File: src/rtl/mem_bus_arbiter.sv
// mem_bus_arbiter: shares one single-ported SRAM between fetch and data paths.
// Define ARB_RR_EN for round-robin arbitration; default is data-over-fetch priority.
module mem_bus_arbiter #(
  parameter int unsigned WAIT_CYCLES = 1
) (
  input  logic        clk,
  input  logic        rst,
  input  logic        if_req_i,
  input  logic [31:0] if_addr_i,
  output logic [31:0] if_data_o,
  output logic        if_ack_o,
  input  logic        dm_req_i,
  input  logic        dm_we_i,
  input  logic [3:0]  dm_sel_i,
  input  logic [31:0] dm_addr_i,
  input  logic [31:0] dm_wdata_i,
  output logic [31:0] dm_rdata_o,
  output logic        dm_ack_o,
  output logic        ram_ce_o,
  output logic        ram_we_o,
  output logic [3:0]  ram_sel_o,
  output logic [31:0] ram_addr_o,
  output logic [31:0] ram_wdata_o,
  input  logic [31:0] ram_rdata_i,
  output logic        stall_req_o
);

  typedef enum logic [1:0] {
    IDLE    = 2'd0,
    BUSY_IF = 2'd1,
    BUSY_DM = 2'd2
  } state_t;

  localparam logic [3:0] CNT_INIT = 4'(WAIT_CYCLES - 1);

  state_t      state_q;
  logic [3:0]  cnt_q;
  logic        ram_ce_q;
  logic        ram_we_q;
  logic [3:0]  ram_sel_q;
  logic [31:0] ram_addr_q;
  logic [31:0] ram_wdata_q;
  logic        if_ack_q;
  logic        dm_ack_q;
  logic [31:0] if_data_q;
  logic [31:0] dm_rdata_q;

  logic        if_vld;
  logic        dm_vld;
  logic        gnt_if_d;
  logic        gnt_dm_d;

  // A requester acked this cycle is still holding req; keep it out of arbitration.
  assign if_vld = if_req_i & ~if_ack_q;
  assign dm_vld = dm_req_i & ~dm_ack_q;

`ifdef ARB_RR_EN
  // Last granted requester: 0 = fetch, 1 = data.
  logic last_dm_q;

  // Round-robin: on contention favour whoever was not granted last.
  always_comb begin
    gnt_dm_d = dm_vld & (~if_vld | ~last_dm_q);
    gnt_if_d = if_vld & ~gnt_dm_d;
  end
`else
  // Fixed priority: the MEM-stage access is older, so it wins.
  always_comb begin
    gnt_dm_d = dm_vld;
    gnt_if_d = if_vld & ~dm_vld;
  end
`endif

  // Arbiter FSM; all RAM-side and requester-side outputs are registered here.
  always_ff @(posedge clk) begin
    if (rst) begin
      state_q     <= IDLE;
      cnt_q       <= 4'd0;
      ram_ce_q    <= 1'b0;
      ram_we_q    <= 1'b0;
      ram_sel_q   <= 4'd0;
      ram_addr_q  <= 32'd0;
      ram_wdata_q <= 32'd0;
      if_ack_q    <= 1'b0;
      dm_ack_q    <= 1'b0;
      if_data_q   <= 32'd0;
      dm_rdata_q  <= 32'd0;
`ifdef ARB_RR_EN
      last_dm_q   <= 1'b0;
`endif
    end else begin
      if_ack_q <= 1'b0;
      dm_ack_q <= 1'b0;
      unique case (state_q)
        IDLE: begin
          if (gnt_dm_d) begin
            state_q     <= BUSY_DM;
            cnt_q       <= CNT_INIT;
            ram_ce_q    <= 1'b1;
            ram_we_q    <= dm_we_i;
            ram_sel_q   <= dm_sel_i;
            ram_addr_q  <= dm_addr_i;
            ram_wdata_q <= dm_wdata_i;
`ifdef ARB_RR_EN
            last_dm_q   <= 1'b1;
`endif
          end else if (gnt_if_d) begin
            state_q     <= BUSY_IF;
            cnt_q       <= CNT_INIT;
            ram_ce_q    <= 1'b1;
            ram_we_q    <= 1'b0;
            ram_sel_q   <= 4'hF;
            ram_addr_q  <= if_addr_i;
            ram_wdata_q <= 32'd0;
`ifdef ARB_RR_EN
            last_dm_q   <= 1'b0;
`endif
          end
        end
        BUSY_IF: begin
          if (cnt_q == 4'd0) begin
            state_q   <= IDLE;
            ram_ce_q  <= 1'b0;
            ram_we_q  <= 1'b0;
            if_data_q <= ram_rdata_i;
            if_ack_q  <= 1'b1;
          end else begin
            cnt_q <= cnt_q - 4'd1;
          end
        end
        BUSY_DM: begin
          if (cnt_q == 4'd0) begin
            state_q    <= IDLE;
            ram_ce_q   <= 1'b0;
            ram_we_q   <= 1'b0;
            dm_rdata_q <= ram_rdata_i;
            dm_ack_q   <= 1'b1;
          end else begin
            cnt_q <= cnt_q - 4'd1;
          end
        end
        default: begin
          state_q  <= IDLE;
          ram_ce_q <= 1'b0;
          ram_we_q <= 1'b0;
        end
      endcase
    end
  end

  assign ram_ce_o    = ram_ce_q;
  assign ram_we_o    = ram_we_q;
  assign ram_sel_o   = ram_sel_q;
  assign ram_addr_o  = ram_addr_q;
  assign ram_wdata_o = ram_wdata_q;
  assign if_ack_o    = if_ack_q;
  assign dm_ack_o    = dm_ack_q;
  assign if_data_o   = if_data_q;
  assign dm_rdata_o  = dm_rdata_q;

  // Stall while any requester is waiting for its acknowledge.
  assign stall_req_o = (if_req_i & ~if_ack_q) | (dm_req_i & ~dm_ack_q);

endmodule

File: config.mk
export PLATFORM = sky130hd
export DESIGN_NAME = mem_bus_arbiter
export DESIGN_NICKNAME = d
export VERILOG_FILES = /design/src/rtl/mem_bus_arbiter.sv
export SDC_FILE = /design/constraint.sdc
export NUM_CORES = 1
export LEC_CHECK = 0
export CORE_MARGIN = 2
export CORE_UTILIZATION = 41
export CTS_CLUSTER_SIZE = 30
export DETAILED_ROUTE_END_ITERATION = 10
export PLACE_DENSITY = 0.91
export SLEW_MARGIN = 25
export SYNTH_ARGS = -nofsm -noshare
export SYNTH_HDL_FRONTEND = slang
export SYNTH_SLANG_ARGS = --single-unit
export TNS_END_PERCENT = 100
File: constraint.sdc
create_clock -name clk -period 2 [get_ports clk]
set_input_delay 0.5 -clock clk [delete_from_list [all_inputs] [get_ports clk]]
set_output_delay 0.5 -clock clk [all_outputs]
set_load 0.02 [all_outputs]
# == Word-level counts from Yosys, hierarchy flattened ==
# Cells that the tools add are included.
# word_totals
latch_bits,0
mem_bits_rw,0
memories,0
regBits,142
mem_bits_ro,0
# op_classes
div,0
n_shift,0
n_addsub,1
n_eq_ne,5
multipliers,0
mux,22
order_cmp,0
reduce_logical,12
bitwise,9
# ops
cell,count
two-way mux 32 bit,4
two-way mux 4 bit,5
case mux 4 bit (2 select lines),1
AND reduction 2 bit,4
two-way mux 1 bit,6
two-way mux 2 bit,3
OR reduction 2 bit,3
inverter 1 bit,5
zero test 4 bit,1
case mux 1 bit (2 select lines),2
case mux 2 bit (2 select lines),1
nonzero test 2 bit,2
subtractor 4 x 1 -> 4 bit (second input constant),1
AND 1 bit,3
inequality test 3 bit (second input constant),1
AND reduction 3 bit,1
equality test 2 x 1 -> 1 bit (second input constant),1
equality test 2 bit (second input constant),1
zero test 2 bit,1
inequality test 2 x 1 -> 1 bit (second input constant),1
inequality test 2 bit (second input constant),1
OR 1 bit,1

# == Logic depth before layout (Yosys ltp) ==
# depth
word_depth,7
ltp_mapped,8
depth_no_buf,6

# == Worst setup path after synthesis ==
# Ideal clock, no wire load.
# synth_timing
path_kind,flip-flop to flip-flop
startpoint,reg state_q[0]
endpoint,reg cnt_q[2]
stages_incl_launch_ff,6
t_arrival_ns,1.385
synth_period_minus_slack_ns,1.524
slack_ns,0.476
setup_time_ns,0.138
t_required_ns,1.862
cell_sequence,dfxtp_1 > inv_1 > ha_1 > nor4bb_1 > a311oi_1 > o32ai_1
# synth_between
elab_chain_len,4
word_cells_on_any_way,9
classes_between,eq/ne (4); mux (1); reduce/logical (4)
# synth_rtl
element,line_no,rtl
"start, declared",36,state_t state_q;
"start signal, assigned",77,state_q <= IDLE;
"start signal, assigned",97,state_q <= BUSY_DM;
"start signal, assigned",108,state_q <= BUSY_IF;
equality test 2 bit or equality test 2 x 1 -> 1 bit (tied branches),94,unique case (state_q)
OR reduction 2 bit (no source line),--,
inequality test 2 bit (no source line) or nonzero test 2 bit (tied branches),--,
AND reduction 3 bit (no source line),--,
"end signal, assigned",128,cnt_q <= cnt_q - 4'd1;
"end signal, assigned",139,cnt_q <= cnt_q - 4'd1;
"end, declared",37,logic [3:0] cnt_q;
# Parallel ways exist; a longest one is shown, timed or not.
# A chain may end at the register's enable or synchronous reset.

# == Worst setup path in the final report ==
# layout_timing
startpoint,reg ram_ce_q (netlist: ram_ce_o)
endpoint,out ram_ce_o
# layout_lines
element,line_no,rtl
"start, declared",38,logic ram_ce_q;
"start signal, assigned",79,ram_ce_q <= 1'b0;
"start signal, assigned",99,ram_ce_q <= 1'b1;
"start signal, assigned",110,ram_ce_q <= 1'b1;
"end, declared",19,"output logic ram_ce_o,"
# No word-level cell between the ends.

==> flow_metrics.tcl <==
set metrics [dict create \
    status "finished, final reports clean" \
    pin_count 274 \
    place_hpwl_um 12340 \
    p_seq_share_pct 34.4 \
    grt_pass1_wl_um 27990 \
    power_density_nw_per_um2 1081 \
    period_share_pct 96.26 \
    yosysSeqAreaShare_pct 50.68 \
    cts_tree "yes" \
    regArea_um2 2843 \
    root_buffer "clkbuf_16" \
    skew_ps 6.234 \
    hold_viol_final 0 \
    switching_share_pct 30.37 \
    critPathTopFamily "buffers and inverters" \
    rows 42 \
    cts_max_path_buffers 2 \
    critPathBufInv 1 \
    hold_class "in2reg" \
    ir_drop_uv 647.7 \
    crit_path_cell_trace "clkdlybuf4s50_1" \
    hold_buffers 0 \
    clk_pin_slew_ps 60 \
    slew_headroom_pct 66.35 \
    endpoint_kind "output port" \
    leakagePower_nw 3.394 \
    htree_levels 4 \
    area_delta_synth_final_pct 63.26 \
    required_ps 1500 \
    cp_slowest_stage_delay_ps 650 \
    drc_errors 0 \
    rsz0062_at_grt "false" \
    crit_type "reg2out" \
    drt_first_pass_iters 5 \
    num_antenna_cells 0 \
    avgSynthCellArea_um2 8.643 \
    clkPwrFrac_pct 34.9 \
    clk_latency_ps 420 \
    synth-xor-area-share_pct 0 \
    multi_input_area_um2 2437 \
    port_buffers 273 \
    fin_nets 1056 \
    gp_congestion 0.8120 \
    grt_start_max_net_pins 71 \
    setup_violations 0 \
    grt_overflow 0 \
    viasPerCell 5.096 \
    syn_inst 649 \
    cts-buffers-inserted 17 \
    synth-simple-area-share_pct 21.30 \
    wire_per_inst_um 16.23 \
    cap_viol_max_count 0 \
    yosysWarnings 0 \
    hold_ws_ps 342.5 \
    pre_cts_ws_ps -339.7 \
    p_total_mw 9.903 \
    core_area_um2 13300 \
    antenna_found_initial 0 \
    ant_nets 0 \
    grt_pass1_vias 5710 \
    wl_um 17900 \
    initial_utilization_pct 42.19 \
    drive_above_1_share_pct 10.14 \
    worstPathMaxFanout 2 \
    vias 5621 \
    arrival_ps 1430 \
    worst_slew_pin_slew_ps 504.8 \
    first_iter_violations 302 \
    fmaxAchievable_mhz 519.4 \
    crit_path_top_delay_cell "clkdlybuf4s50_1" \
    p_switching_mw 3.007 \
    synth.net_count 791 \
    die_h_um 121.0 \
    grt_use_total_pct 24.18 \
    fill_cells 1010 \
    layout_setup_ws_ps 74.74 \
    drv_slew 0 \
    synth_area_um2 5609 \
    die_x_um 121.0 \
    min_period_ps 1925 \
    postCtsSetupRepairBufs 0 \
    ys_ff_latch 142 \
    die_area_um2 14630 \
    combPwrFrac_pct 30.7 \
    synth_compound_area_share_pct 20.81 \
    cts_resized 3 \
    cp-start-kind "register" \
    cts.sink_count 142 \
    synth_cell_types 33 \
    synthMuxAreaShare_pct 0.1785 \
    synth_top_family_by_area "simple AND/OR/NAND/NOR gates" \
    p_int_mw 6.895 \
    synth_fa_ha_area_share_pct 1.115 \
]
[cell usage in the layout, fill, tap and decap left out, types with 2 or more instances in the layout]
master and count:
o31ai_1 2, a21oi_1 67, dfxtp_1 142, clkinv_2 2, bufinv_16 5, a311oi_2 32, buf_4 19, nand2_1 198
nand3_1 2, clkbuf_8 2, clkbuf_16 17, buf_12 6, clkbuf_1 3, or4_1 2, clkinv_4 2, clkdlybuf4s50_1 269
ha_1 5, o21ai_0 4, nor2b_1 3, dlymetal6s2s_1 2, inv_1 5, a22oi_1 32, nor2_1 77, nor3_1 5
and2_1 2, o41ai_1 2, nand2b_1 5
[power by group through the flow]
stage,Clock (mW),Combinational [mW],Sequential [mW]
2_1_floorplan,0,1.29,3.87
3_3_place_gp,0,2.96,3.44
3_5_place_dp,0,3.03,3.46
4_1_cts,3.50,3.06,3.41
5_1_grt,3.62,3.27,3.44
6_report,3.46,3.04,3.40
[logic make-up (layout without fill, tap and decap cells)]
group / Yosys count / count (layout)
mux: 1 / 1
compound gates: 145 / 145
simple gates: 299 / 299
fa+ha+maj: 5 / 5
flops: 142 / 142
buf+inv: 57 / 335
[final cells by class]
class,instances,area share [%]
multi-input combinational,450,26.62
tap,176,2.405
timing repair buffer,297,32.60
sequential,142,31.04
inverter,6,0.2459
clock buffer,22,5.069
clock inverter,10,2.022
[layer usage]
layer / share of wire [%] / vias up / routed length [um] / track usage [%]
met2: 50 / 258 / 8995 / 42.91
li1: - / 2716 / - / -
met1: 38 / 2621 / 6789 / 26.05
met3: 9.7 / 26 / 1736 / 8.694
met5: 0 / - / 0 / 0
met4: 2.1 / 0 / 376 / 9.520
[sequential cells by signal (all words and copies together) (netlist names)]
| register | flops |
|---|---|
| cnt_q | 4 |
| if_ack_o | 1 |
| ram_we_o | 1 |
| state_q | 2 |
| ram_sel_o | 4 |
| dm_rdata_o | 32 |
| ram_wdata_o | 32 |
| ram_addr_o | 32 |
| ram_ce_o | 1 |
| if_data_o | 32 |
| dm_ack_o | 1 |
[synth_stat cells (all sizes together)]
cell type | count | share of area, %
a311oi | 33 | 8.7
nor4bb | 1 | 0.18
nor2 | 78 | 5.4
nand2 | 198 | 13
a21oi | 68 | 6.3
nor3 | 6 | 0.62
o21ai | 5 | 0.51
o31ai | 2 | 0.27
o22a | 1 | 0.16
or4 | 2 | 0.27
buf | 24 | 3.7
ha | 5 | 1.1
nor2b | 4 | 0.45
dfxtp | 142 | 51
clkbuf | 27 | 1.8
inv | 6 | 0.40
mux2i | 1 | 0.18
nand2b | 5 | 0.56
nor3b | 1 | 0.22
a211oi | 1 | 0.13
nand3 | 2 | 0.18
and2 | 2 | 0.22
a22oi | 32 | 4.3
o41ai | 2 | 0.31
o32ai | 1 | 0.16
[through the flow]
step	std cells	util, %	TNS, ps	instance area, um^2
2_1_floorplan	649	-	0	5609
3_3_place_gp	1071	63.99	-5923	8508
3_5_place_dp	1071	63.99	-7127	8508
4_1_cts	1103	68.89	0	9159
5_1_grt	1103	68.88	0	9158
6_report	1103	68.88	0	9158
[worst paths after layout]
| kind | startpoint | to | slack, ps | depth (start not counted) |
|---|---|---|---|---|
| worst min register to register | dm_rdata_o[31] | dm_rdata_o[31] | 450 | 2 |
| worst max register to register | cnt_q[0] | cnt_q[0] | 220 | 6 |
| worst min-delay path | rst | state_q[1] | 340 | 2 |
| worst max-delay path | ram_ce_o | ram_ce_o | 70 | 1 |
(Power assumes the default switching activity.)
